--- config.mk ---
export PLATFORM = sky130hd
export DESIGN_NAME = exception_ctrl_flat
export DESIGN_NICKNAME = d
export VERILOG_FILES = /design/src/rtl/exception_ctrl_pkg.sv /design/src/rtl/exception_ctrl_if.sv /design/src/rtl/exception_ctrl_int_sync.sv /design/src/rtl/exception_ctrl.sv /design/src/flat_wrapper.sv
export SDC_FILE = /design/constraint.sdc
export NUM_CORES = 1
export LEC_CHECK = 0
export BUFFER_PORTS_ARGS = -buffer_cell sky130_fd_sc_hd__buf_2
export CORE_ASPECT_RATIO = 2
export CORE_MARGIN = 1.5
export CORE_UTILIZATION = 48
export DETAILED_ROUTE_END_ITERATION = 10
export MAX_ROUTING_LAYER = met4
export PLACE_DENSITY = 0.8
export SLEW_MARGIN = 20
export SYNTH_ARGS = -nofsm -noshare
export SYNTH_HDL_FRONTEND = slang
export SYNTH_SLANG_ARGS = --single-unit
--- constraint.sdc ---
create_clock -name clk -period 2.39 [get_ports clk]
set_input_delay 0.1195 -clock clk [delete_from_list [all_inputs] [get_ports clk]]
set_output_delay 0.1195 -clock clk [all_outputs]
set_load 0.03 [all_outputs]
--- src/rtl/exception_ctrl_pkg.sv ---
// Shared definitions for the exception arbiter.
//   - CP0 cause codes, the common exception header values
//   - arbiter state encoding
//   - packed bundle of per-stage exception flags
//   - helpers: cause priority encoder and saturating counter step
package exception_ctrl_pkg;

   // Cause codes as CP0 records them; EXC_NOP marks "no exception"
   localparam logic [4:0] EXC_INT  = 5'd0;
   localparam logic [4:0] EXC_ADEL = 5'd4;
   localparam logic [4:0] EXC_ADES = 5'd5;
   localparam logic [4:0] EXC_SYS  = 5'd8;
   localparam logic [4:0] EXC_BP   = 5'd9;
   localparam logic [4:0] EXC_RI   = 5'd10;
   localparam logic [4:0] EXC_OV   = 5'd12;
   localparam logic [4:0] EXC_NOP  = 5'd31;

   typedef enum logic [1:0] {
      ST_IDLE     = 2'd0,
      ST_FLUSH    = 2'd1,
      ST_REDIRECT = 2'd2
   } exc_state_e;

   // Ordered oldest pipeline stage first, matching the priority order
   typedef struct packed {
      logic if_adel;
      logic id_ri;
      logic id_sys;
      logic id_bp;
      logic ex_ov;
      logic mem_adel;
      logic mem_ades;
   } exc_flags_t;

   // Earliest-stage fault wins: it belongs to the oldest work on the instruction
   function automatic logic [4:0] exc_cause_sel(input exc_flags_t f);
      logic [4:0] c;
      if (f.if_adel) begin
         c = EXC_ADEL;
      end else if (f.id_ri) begin
         c = EXC_RI;
      end else if (f.id_sys) begin
         c = EXC_SYS;
      end else if (f.id_bp) begin
         c = EXC_BP;
      end else if (f.ex_ov) begin
         c = EXC_OV;
      end else if (f.mem_adel) begin
         c = EXC_ADEL;
      end else if (f.mem_ades) begin
         c = EXC_ADES;
      end else begin
         c = EXC_NOP;
      end
      return c;
   endfunction

   function automatic logic [7:0] sat_inc8(input logic [7:0] v);
      logic [7:0] r;
      if (v == 8'hff) begin
         r = v;
      end else begin
         r = v + 8'd1;
      end
      return r;
   endfunction

endpackage

--- src/rtl/exception_ctrl_if.sv ---
// CP0-facing bundle of the exception arbiter.
//   i_timer_int        timer interrupt produced by CP0 (already synchronous)
//   i_status_exl       CP0 Status[1]
//   i_epc              CP0 EPC, ERET return address
//   o_except_cause     cause code, EXC_NOP when nothing is taken
//   o_int              pending interrupt vector, non-zero only when an interrupt is taken
//   o_current_pc       PC of the MEM-stage instruction
//   o_is_in_delay_slot delay-slot flag of the MEM-stage instruction
//   o_is_eret          ERET committed this cycle
// master: the arbiter; slave: CP0.
interface exception_ctrl_if;

   logic        i_timer_int;
   logic        i_status_exl;
   logic [31:0] i_epc;
   logic [4:0]  o_except_cause;
   logic [5:0]  o_int;
   logic [31:0] o_current_pc;
   logic        o_is_in_delay_slot;
   logic        o_is_eret;

   modport master (
      input  i_timer_int, i_status_exl, i_epc,
      output o_except_cause, o_int, o_current_pc, o_is_in_delay_slot, o_is_eret
   );

   modport slave (
      output i_timer_int, i_status_exl, i_epc,
      input  o_except_cause, o_int, o_current_pc, o_is_in_delay_slot, o_is_eret
   );

endinterface

--- src/rtl/exception_ctrl_int_sync.sv ---
// Two-flop synchroniser for asynchronous level inputs.
//   clk     destination clock
//   resetn  asynchronous active-low reset, clears both stages
//   d       asynchronous input bits
//   q       synchronised output, two clocks behind d
module exception_ctrl_int_sync #(
   parameter int WIDTH = 6
) (
   input  logic             clk,
   input  logic             resetn,
   input  logic [WIDTH-1:0] d,
   output logic [WIDTH-1:0] q
);

   logic [WIDTH-1:0] meta_r;
   logic [WIDTH-1:0] sync_r;

   // First stage may go metastable; second stage gives it a full cycle to settle
   always_ff @(posedge clk or negedge resetn) begin
      if (!resetn) begin
         meta_r <= '0;
         sync_r <= '0;
      end else begin
         meta_r <= d;
         sync_r <= meta_r;
      end
   end

   assign q = sync_r;

endmodule

--- src/rtl/exception_ctrl.sv ---
// Pipeline exception arbiter in front of CP0.
// Picks the single highest-priority event (interrupt, exception or ERET) at the
// MEM-stage commit point, presents it to CP0, flushes IF..MEM and then issues a
// one-cycle fetch redirect to the exception vector or to EPC.
//   clk, resetn              clock, asynchronous active-low reset
//   i_int_raw                asynchronous external interrupt lines
//   i_stall                  pipeline stall; blocks commit and freezes the flush count
//   i_mem_valid/pc/in_delay_slot  MEM-stage instruction
//   i_if_adel..i_mem_ades    exception flags travelling with the instruction
//   i_mem_eret               MEM-stage instruction is ERET
//   cp0                      CP0 bundle (status, EPC, timer in; cause, PC, int out)
//   o_flush                  kill IF..MEM
//   o_redirect_valid/pc      one-cycle fetch redirect
//   o_busy                   arbiter is flushing or redirecting
//   o_drop_cnt               saturating count of events masked by Status.EXL
module exception_ctrl
   import exception_ctrl_pkg::*;
#(
   parameter logic [31:0] EXC_VECTOR   = 32'h00400004,
   parameter int          FLUSH_CYCLES = 1
) (
   input  logic                    clk,
   input  logic                    resetn,
   input  logic [5:0]              i_int_raw,
   input  logic                    i_stall,
   input  logic                    i_mem_valid,
   input  logic [31:0]             i_mem_pc,
   input  logic                    i_mem_in_delay_slot,
   input  logic                    i_if_adel,
   input  logic                    i_id_ri,
   input  logic                    i_id_sys,
   input  logic                    i_id_bp,
   input  logic                    i_ex_ov,
   input  logic                    i_mem_adel,
   input  logic                    i_mem_ades,
   input  logic                    i_mem_eret,
   exception_ctrl_if.master        cp0,
   output logic                    o_flush,
   output logic                    o_redirect_valid,
   output logic [31:0]             o_redirect_pc,
   output logic                    o_busy,
   output logic [7:0]              o_drop_cnt
);

   localparam logic [3:0] FLUSH_LOAD = 4'(FLUSH_CYCLES - 1);

   logic [5:0]  int_sync_s;
   logic [5:0]  int_pend_s;
   exc_flags_t  flags_s;
   logic        any_int_s;
   logic        any_exc_s;
   logic        slot_ok_s;
   logic        exc_take_s;
   logic        eret_take_s;
   logic        drop_s;
   logic [4:0]  cause_s;
   logic [5:0]  int_out_s;

   exc_state_e  state_r;
   logic [3:0]  flush_cnt_r;
   logic [31:0] target_r;
   logic        redirect_valid_r;
   logic [31:0] redirect_pc_r;
   logic [7:0]  drop_cnt_r;
   logic        ready_r;

   exception_ctrl_int_sync #(
      .WIDTH (6)
   ) u_int_sync (
      .clk    (clk),
      .resetn (resetn),
      .d      (i_int_raw),
      .q      (int_sync_s)
   );

   // Event decode and commit qualification
   always_comb begin
      // The timer shares the top interrupt line with hardware interrupt 5
      int_pend_s = {int_sync_s[5] | cp0.i_timer_int, int_sync_s[4:0]};
      flags_s    = '{if_adel:  i_if_adel,  id_ri:    i_id_ri,
                     id_sys:   i_id_sys,   id_bp:    i_id_bp,
                     ex_ov:    i_ex_ov,    mem_adel: i_mem_adel,
                     mem_ades: i_mem_ades};
      any_int_s  = |int_pend_s;
      any_exc_s  = |flags_s;
      // ready_r keeps commit dead while reset is asserted and on the release edge
      slot_ok_s  = ready_r & i_mem_valid & ~i_stall & (state_r == ST_IDLE);
      exc_take_s = slot_ok_s & ~cp0.i_status_exl & (any_int_s | any_exc_s);
      // ERET normally runs with EXL set, so it is not gated by EXL
      eret_take_s = slot_ok_s & i_mem_eret & ~exc_take_s;
      drop_s      = slot_ok_s & cp0.i_status_exl & (any_int_s | any_exc_s);
   end

   // CP0 cause / interrupt selection for the commit cycle
   always_comb begin
      cause_s   = EXC_NOP;
      int_out_s = 6'b000000;
      if (exc_take_s) begin
         if (any_int_s) begin
            // CP0 fills in the interrupt cause from o_int itself
            int_out_s = int_pend_s;
         end else begin
            cause_s = exc_cause_sel(flags_s);
         end
      end else begin
         cause_s   = EXC_NOP;
         int_out_s = 6'b000000;
      end
   end

   assign cp0.o_except_cause     = cause_s;
   assign cp0.o_int              = int_out_s;
   assign cp0.o_is_eret          = eret_take_s;
   assign cp0.o_current_pc       = i_mem_pc;
   assign cp0.o_is_in_delay_slot = i_mem_in_delay_slot;

   // Flush starts in the commit cycle itself so the excepting instruction never retires
   assign o_flush          = (state_r == ST_FLUSH) | exc_take_s | eret_take_s;
   assign o_redirect_valid = redirect_valid_r;
   assign o_redirect_pc    = redirect_pc_r;
   assign o_busy           = (state_r != ST_IDLE);
   assign o_drop_cnt       = drop_cnt_r;

   // Commit enable: goes high one edge after reset release
   always_ff @(posedge clk or negedge resetn) begin
      if (!resetn) begin
         ready_r <= 1'b0;
      end else begin
         ready_r <= 1'b1;
      end
   end

   // Flush / redirect sequencer with registered redirect outputs
   always_ff @(posedge clk or negedge resetn) begin
      if (!resetn) begin
         state_r          <= ST_IDLE;
         flush_cnt_r      <= 4'd0;
         target_r         <= 32'd0;
         redirect_valid_r <= 1'b0;
         redirect_pc_r    <= 32'd0;
      end else begin
         case (state_r)
            ST_IDLE: begin
               redirect_valid_r <= 1'b0;
               redirect_pc_r    <= 32'd0;
               if (exc_take_s) begin
                  state_r     <= ST_FLUSH;
                  flush_cnt_r <= FLUSH_LOAD;
                  target_r    <= EXC_VECTOR;
               end else if (eret_take_s) begin
                  state_r     <= ST_FLUSH;
                  flush_cnt_r <= FLUSH_LOAD;
                  target_r    <= cp0.i_epc;
               end else begin
                  state_r <= ST_IDLE;
               end
            end
            ST_FLUSH: begin
               // A stalled cycle does not count toward the flush length
               if (i_stall) begin
                  state_r <= ST_FLUSH;
               end else if (flush_cnt_r == 4'd0) begin
                  state_r          <= ST_REDIRECT;
                  redirect_valid_r <= 1'b1;
                  redirect_pc_r    <= target_r;
               end else begin
                  flush_cnt_r <= flush_cnt_r - 4'd1;
               end
            end
            ST_REDIRECT: begin
               state_r          <= ST_IDLE;
               redirect_valid_r <= 1'b0;
               redirect_pc_r    <= 32'd0;
            end
            default: begin
               state_r          <= ST_IDLE;
               flush_cnt_r      <= 4'd0;
               redirect_valid_r <= 1'b0;
               redirect_pc_r    <= 32'd0;
            end
         endcase
      end
   end

   // Count events swallowed because CP0 is already handling one
   always_ff @(posedge clk or negedge resetn) begin
      if (!resetn) begin
         drop_cnt_r <= 8'd0;
      end else if (drop_s) begin
         drop_cnt_r <= sat_inc8(drop_cnt_r);
      end else begin
         drop_cnt_r <= drop_cnt_r;
      end
   end

endmodule

--- src/flat_wrapper.sv ---
// flat-port wrapper written by rule: the top's interface ports become plain ports
module exception_ctrl_flat import exception_ctrl_pkg::*;
#(
   parameter logic [31:0] EXC_VECTOR   = 32'h00400004,
   parameter int          FLUSH_CYCLES = 1
)
  (clk, resetn, i_int_raw, i_stall, i_mem_valid, i_mem_pc, i_mem_in_delay_slot, i_if_adel, i_id_ri, i_id_sys, i_id_bp, i_ex_ov, i_mem_adel, i_mem_ades, i_mem_eret, o_flush, o_redirect_valid, o_redirect_pc, o_busy, o_drop_cnt, cp0_i_timer_int, cp0_i_status_exl, cp0_i_epc, cp0_o_except_cause, cp0_o_int, cp0_o_current_pc, cp0_o_is_in_delay_slot, cp0_o_is_eret);
  exception_ctrl_if cp0_i ();
  input  logic clk;
  input  logic resetn;
  input  logic [5:0] i_int_raw;
  input  logic i_stall;
  input  logic i_mem_valid;
  input  logic [31:0] i_mem_pc;
  input  logic i_mem_in_delay_slot;
  input  logic i_if_adel;
  input  logic i_id_ri;
  input  logic i_id_sys;
  input  logic i_id_bp;
  input  logic i_ex_ov;
  input  logic i_mem_adel;
  input  logic i_mem_ades;
  input  logic i_mem_eret;
  output logic o_flush;
  output logic o_redirect_valid;
  output logic [31:0] o_redirect_pc;
  output logic o_busy;
  output logic [7:0] o_drop_cnt;
  input wire logic [$bits(cp0_i.i_timer_int)-1:0] cp0_i_timer_int;
  input wire logic [$bits(cp0_i.i_status_exl)-1:0] cp0_i_status_exl;
  input wire logic [$bits(cp0_i.i_epc)-1:0] cp0_i_epc;
  output wire logic [$bits(cp0_i.o_except_cause)-1:0] cp0_o_except_cause;
  output wire logic [$bits(cp0_i.o_int)-1:0] cp0_o_int;
  output wire logic [$bits(cp0_i.o_current_pc)-1:0] cp0_o_current_pc;
  output wire logic [$bits(cp0_i.o_is_in_delay_slot)-1:0] cp0_o_is_in_delay_slot;
  output wire logic [$bits(cp0_i.o_is_eret)-1:0] cp0_o_is_eret;
  assign cp0_i.i_timer_int = cp0_i_timer_int;
  assign cp0_i.i_status_exl = cp0_i_status_exl;
  assign cp0_i.i_epc = cp0_i_epc;
  assign cp0_o_except_cause = cp0_i.o_except_cause;
  assign cp0_o_int = cp0_i.o_int;
  assign cp0_o_current_pc = cp0_i.o_current_pc;
  assign cp0_o_is_in_delay_slot = cp0_i.o_is_in_delay_slot;
  assign cp0_o_is_eret = cp0_i.o_is_eret;
  exception_ctrl #(.EXC_VECTOR(EXC_VECTOR), .FLUSH_CYCLES(FLUSH_CYCLES)) u_core (.clk(clk), .resetn(resetn), .i_int_raw(i_int_raw), .i_stall(i_stall), .i_mem_valid(i_mem_valid), .i_mem_pc(i_mem_pc), .i_mem_in_delay_slot(i_mem_in_delay_slot), .i_if_adel(i_if_adel), .i_id_ri(i_id_ri), .i_id_sys(i_id_sys), .i_id_bp(i_id_bp), .i_ex_ov(i_ex_ov), .i_mem_adel(i_mem_adel), .i_mem_ades(i_mem_ades), .i_mem_eret(i_mem_eret), .cp0(cp0_i), .o_flush(o_flush), .o_redirect_valid(o_redirect_valid), .o_redirect_pc(o_redirect_pc), .o_busy(o_busy), .o_drop_cnt(o_drop_cnt));
endmodule
==> results.json <==
{
  "r2r_slack_ns": 0.30,
  "row_count": 47,
  "diodes": 0,
  "clk-insertion-delay-late_ns": 0.34,
  "grt_pass1_wl_um": 15900,
  "cts_setup_buffers": 0,
  "clk_path_buf_depth": 2,
  "hold_start": "cp0_i_epc[30]",
  "overflow": 0,
  "dr_total_vias": 3020,
  "ys_ff_latch": 92,
  "htree_levels": 3,
  "async_flop_share_pct": 100,
  "ff2ff_path_depth": 6,
  "final_common_cell": "buf_2",
  "synth-main-ff-cell": "dfrtp_1",
  "die_h_um": 133,
  "nets": 536,
  "hold_viol": 0,
  "grt_util_all_layers_pct": 24.8,
  "worst_path_max_delay_cell": "or4_4",
  "place_area_um2": 4340,
  "seq_area_frac_synth_pct": 57.0,
  "cts_tree": "yes",
  "antenna_found_initial": 0,
  "die_x_um": 67.9,
  "cap_violations": 0,
  "period_needed_ns": 2.30,
  "wl_per_cell_um": 18.4,
  "dp_hpwl_um": 7060,
  "finalNonFillerCells": 551,
  "finalClockSkew_ns": 0.00444,
  "critPathRequiredTime_ns": 2.27,
  "setup_tns_ns": 0,
  "crit_type": "reg -> out",
  "cp_max_fo": 13,
  "drv_slew": 0,
  "setup_viol": 0,
  "dieArea_um2": 9010,
  "drc": 0,
  "grt_start_max_net_pins": 70,
  "critPathCaptureType": "output pin",
  "via_per_inst": 5.48,
  "core_um2": 8230,
  "drive_above_1_share_pct": 32.7,
  "min_path_cells": 2,
  "max_stage_delay_ns": 0.54,
  "clock_sinks": 92,
  "mostFrequentLayoutCells": "buf_2, dfrtp_1, nand2_1, a21oi_1, a22o_1",
  "ys_warn_count": 0,
  "cts_made_buffers": 9,
  "rsz0062_at_grt": "false",
  "hold_end": "u_core.target_r[30]",
  "status": "finished clean",
  "grt_pass1_vias": 3172,
  "start_util_pct": 49.1,
  "ant_nets": 0,
  "worst_pin_slew_ns": 0.864,
  "cts.clk_slew.worst_paths_ns": 0.06,
  "hp-class": "in -> reg",
  "root_buffer": "clkbuf_16",
  "fmax_ghz": 0.434,
  "initialDrtViolationCount": 158,
  "synth-edff-count": 0,
  "min_period_over_period_pct": 96.3,
  "fin_ws_ns": 0.0874,
  "synth_cells": 361,
  "cp.arrival_ns": 2.18,
  "critPathLaunchType": "flop",
  "syn_area_per_cell_um2": 11.2,
  "port-buffer-count": 106,
  "power_per_cell_area_nw_per_um2": 1010,
  "dr.pass1.iters": 4,
  "routed_wl_um": 10200,
  "ios": 173,
  "peakVddDrop_mv": 0.613,
  "dp_slack_ns": 0.298,
  "r2r_start": "u_core.u_int_sync.q[2]",
  "dp_cells": 521,
  "synthesis.area_um2": 4040,
  "gp_congestion": 0.846,
  "syn_to_final_growth_pct": 18.3,
  "power.leakage_nw": 2.38,
  "synth.net_count": 449,
  "relSlewSlack_pct": 42.4,
  "synth_cell_types": 47,
  "crit_chain": "or4_4, nor4_4, a21bo_4, and2_4, buf_2",
  "design_area_um2": 4780,
  "reg2reg_to": "u_core.target_r[22]"
}
[cell families (layout without fill, tap and decap cells)]
kind of cell,Yosys count,in the layout,share of synthesized area (%)
simple gates,118,119,15.1
xor+xnor,7,7,1.52
other cells,1,1,0.0928
mux,1,1,0.279
fa+ha+maj,3,3,0.929
flops,92,92,57.0
buf+inv,61,152,11.2
compound gates,78,78,14.0
[worst max path at each step]
stage                                start                     to  slack, ns  cells past startpoint
global placement    u_core.u_int_sync.q[2]    u_core.target_r[12]       0.38                      6
detailed placement  u_core.u_int_sync.q[2]    u_core.target_r[22]       0.30                      6
CTS                 u_core.u_int_sync.q[2]  cp0_o_except_cause[1]       0.04                      6
global route        u_core.u_int_sync.q[2]          cp0_o_is_eret       0.01                      5
floorplan                u_core.state_r[0]   u_core.o_drop_cnt[1]       0.38                      4
finish              u_core.u_int_sync.q[2]          cp0_o_is_eret       0.09                      5
[cell type report]
class | instances | area (um2)
Timing Repair Buffer | 128 | 733
Multi-Input combinational cell | 209 | 1300
Sequential cell | 92 | 2300
Tap cell | 98 | 123
Fill cell | 705 | 3450
Inverter | 8 | 30.0
Clock inverter | 4 | 33.8
Clock buffer | 12 | 256
[worst max-delay path: cells and delay by family (launching register included)]
kind | cells | cell delay [ns]
buffers and inverters | 1 | 0.24
AOI/OAI and AO/OA | 1 | 0.22
DFF | 1 | 0.38
and+or+nand+nor | 3 | 1.00
[power by group]
part | total, mW | leakage [nW] | switching [mW] | internal, mW
logic | 1.26 | 1.03 | 0.763 | 0.501
registers | 2.21 | 1.21 | 0.274 | 1.94
clock network | 1.35 | 0.139 | 0.583 | 0.767
total | 4.83 | 2.38 | 1.62 | 3.21
[repair_timing]
item | 4_1_cts | 5_1_grt
hold buffers | 13 | 0
hold endpoints to repair | 79 | 0
endpoints found under the setup margin | 1 | 1
gates resized for setup | 1 | 3
gates cloned | 1 | 0
[Yosys cell counts, types with 5 or more instances]
library cell  instances  area, um2
dfrtp_1              92       2300
nand2_1              69        259
a21oi_1              34        170
buf_4                33        248
a22o_1               27        236
clkbuf_1             12       45.0
inv_1                 8       30.0
nor2_1                8       30.0
xnor2_1               6       52.6
nand2b_1              5       31.3
[per-stage QoR]
stage / total power [mW] / utilization, % / hold slack, ns
2_1_floorplan: 3.16 / - / -0.176
3_3_place_gp: 3.40 / 52.8 / 0.231
5_1_grt: 5.09 / 58.1 / 0.00319
3_5_place_dp: 3.47 / 52.8 / 0.229
4_1_cts: 4.86 / 58.0 / 0.000561
6_report: 4.83 / 58.1 / 0.0103
[routing by layer]
| layer | GRT usage [%] | wire [um] | vias to the layer above |
|---|---|---|---|
| met5 | - | 0 | - |
| met4 | 14.6 | 564 | 0 |
| met3 | 6.38 | 604 | 59 |
| met2 | 41.9 | 5540 | 92 |
| met1 | 24.5 | 3440 | 1507 |
| li1 | - | - | 1362 |
[state kept, by name (all words and copies together), names as in the netlist]
register / cells
u_core.u_int_sync.q: 6
u_core.flush_cnt_r: 4
u_core.state_r: 2
u_core.o_redirect_pc: 32
u_core.target_r: 32
u_core.o_redirect_valid: 1
u_core.ready_r: 1
u_core.o_drop_cnt: 8
u_core.u_int_sync.meta_r: 6
Power figures use the tool's default switching activity.
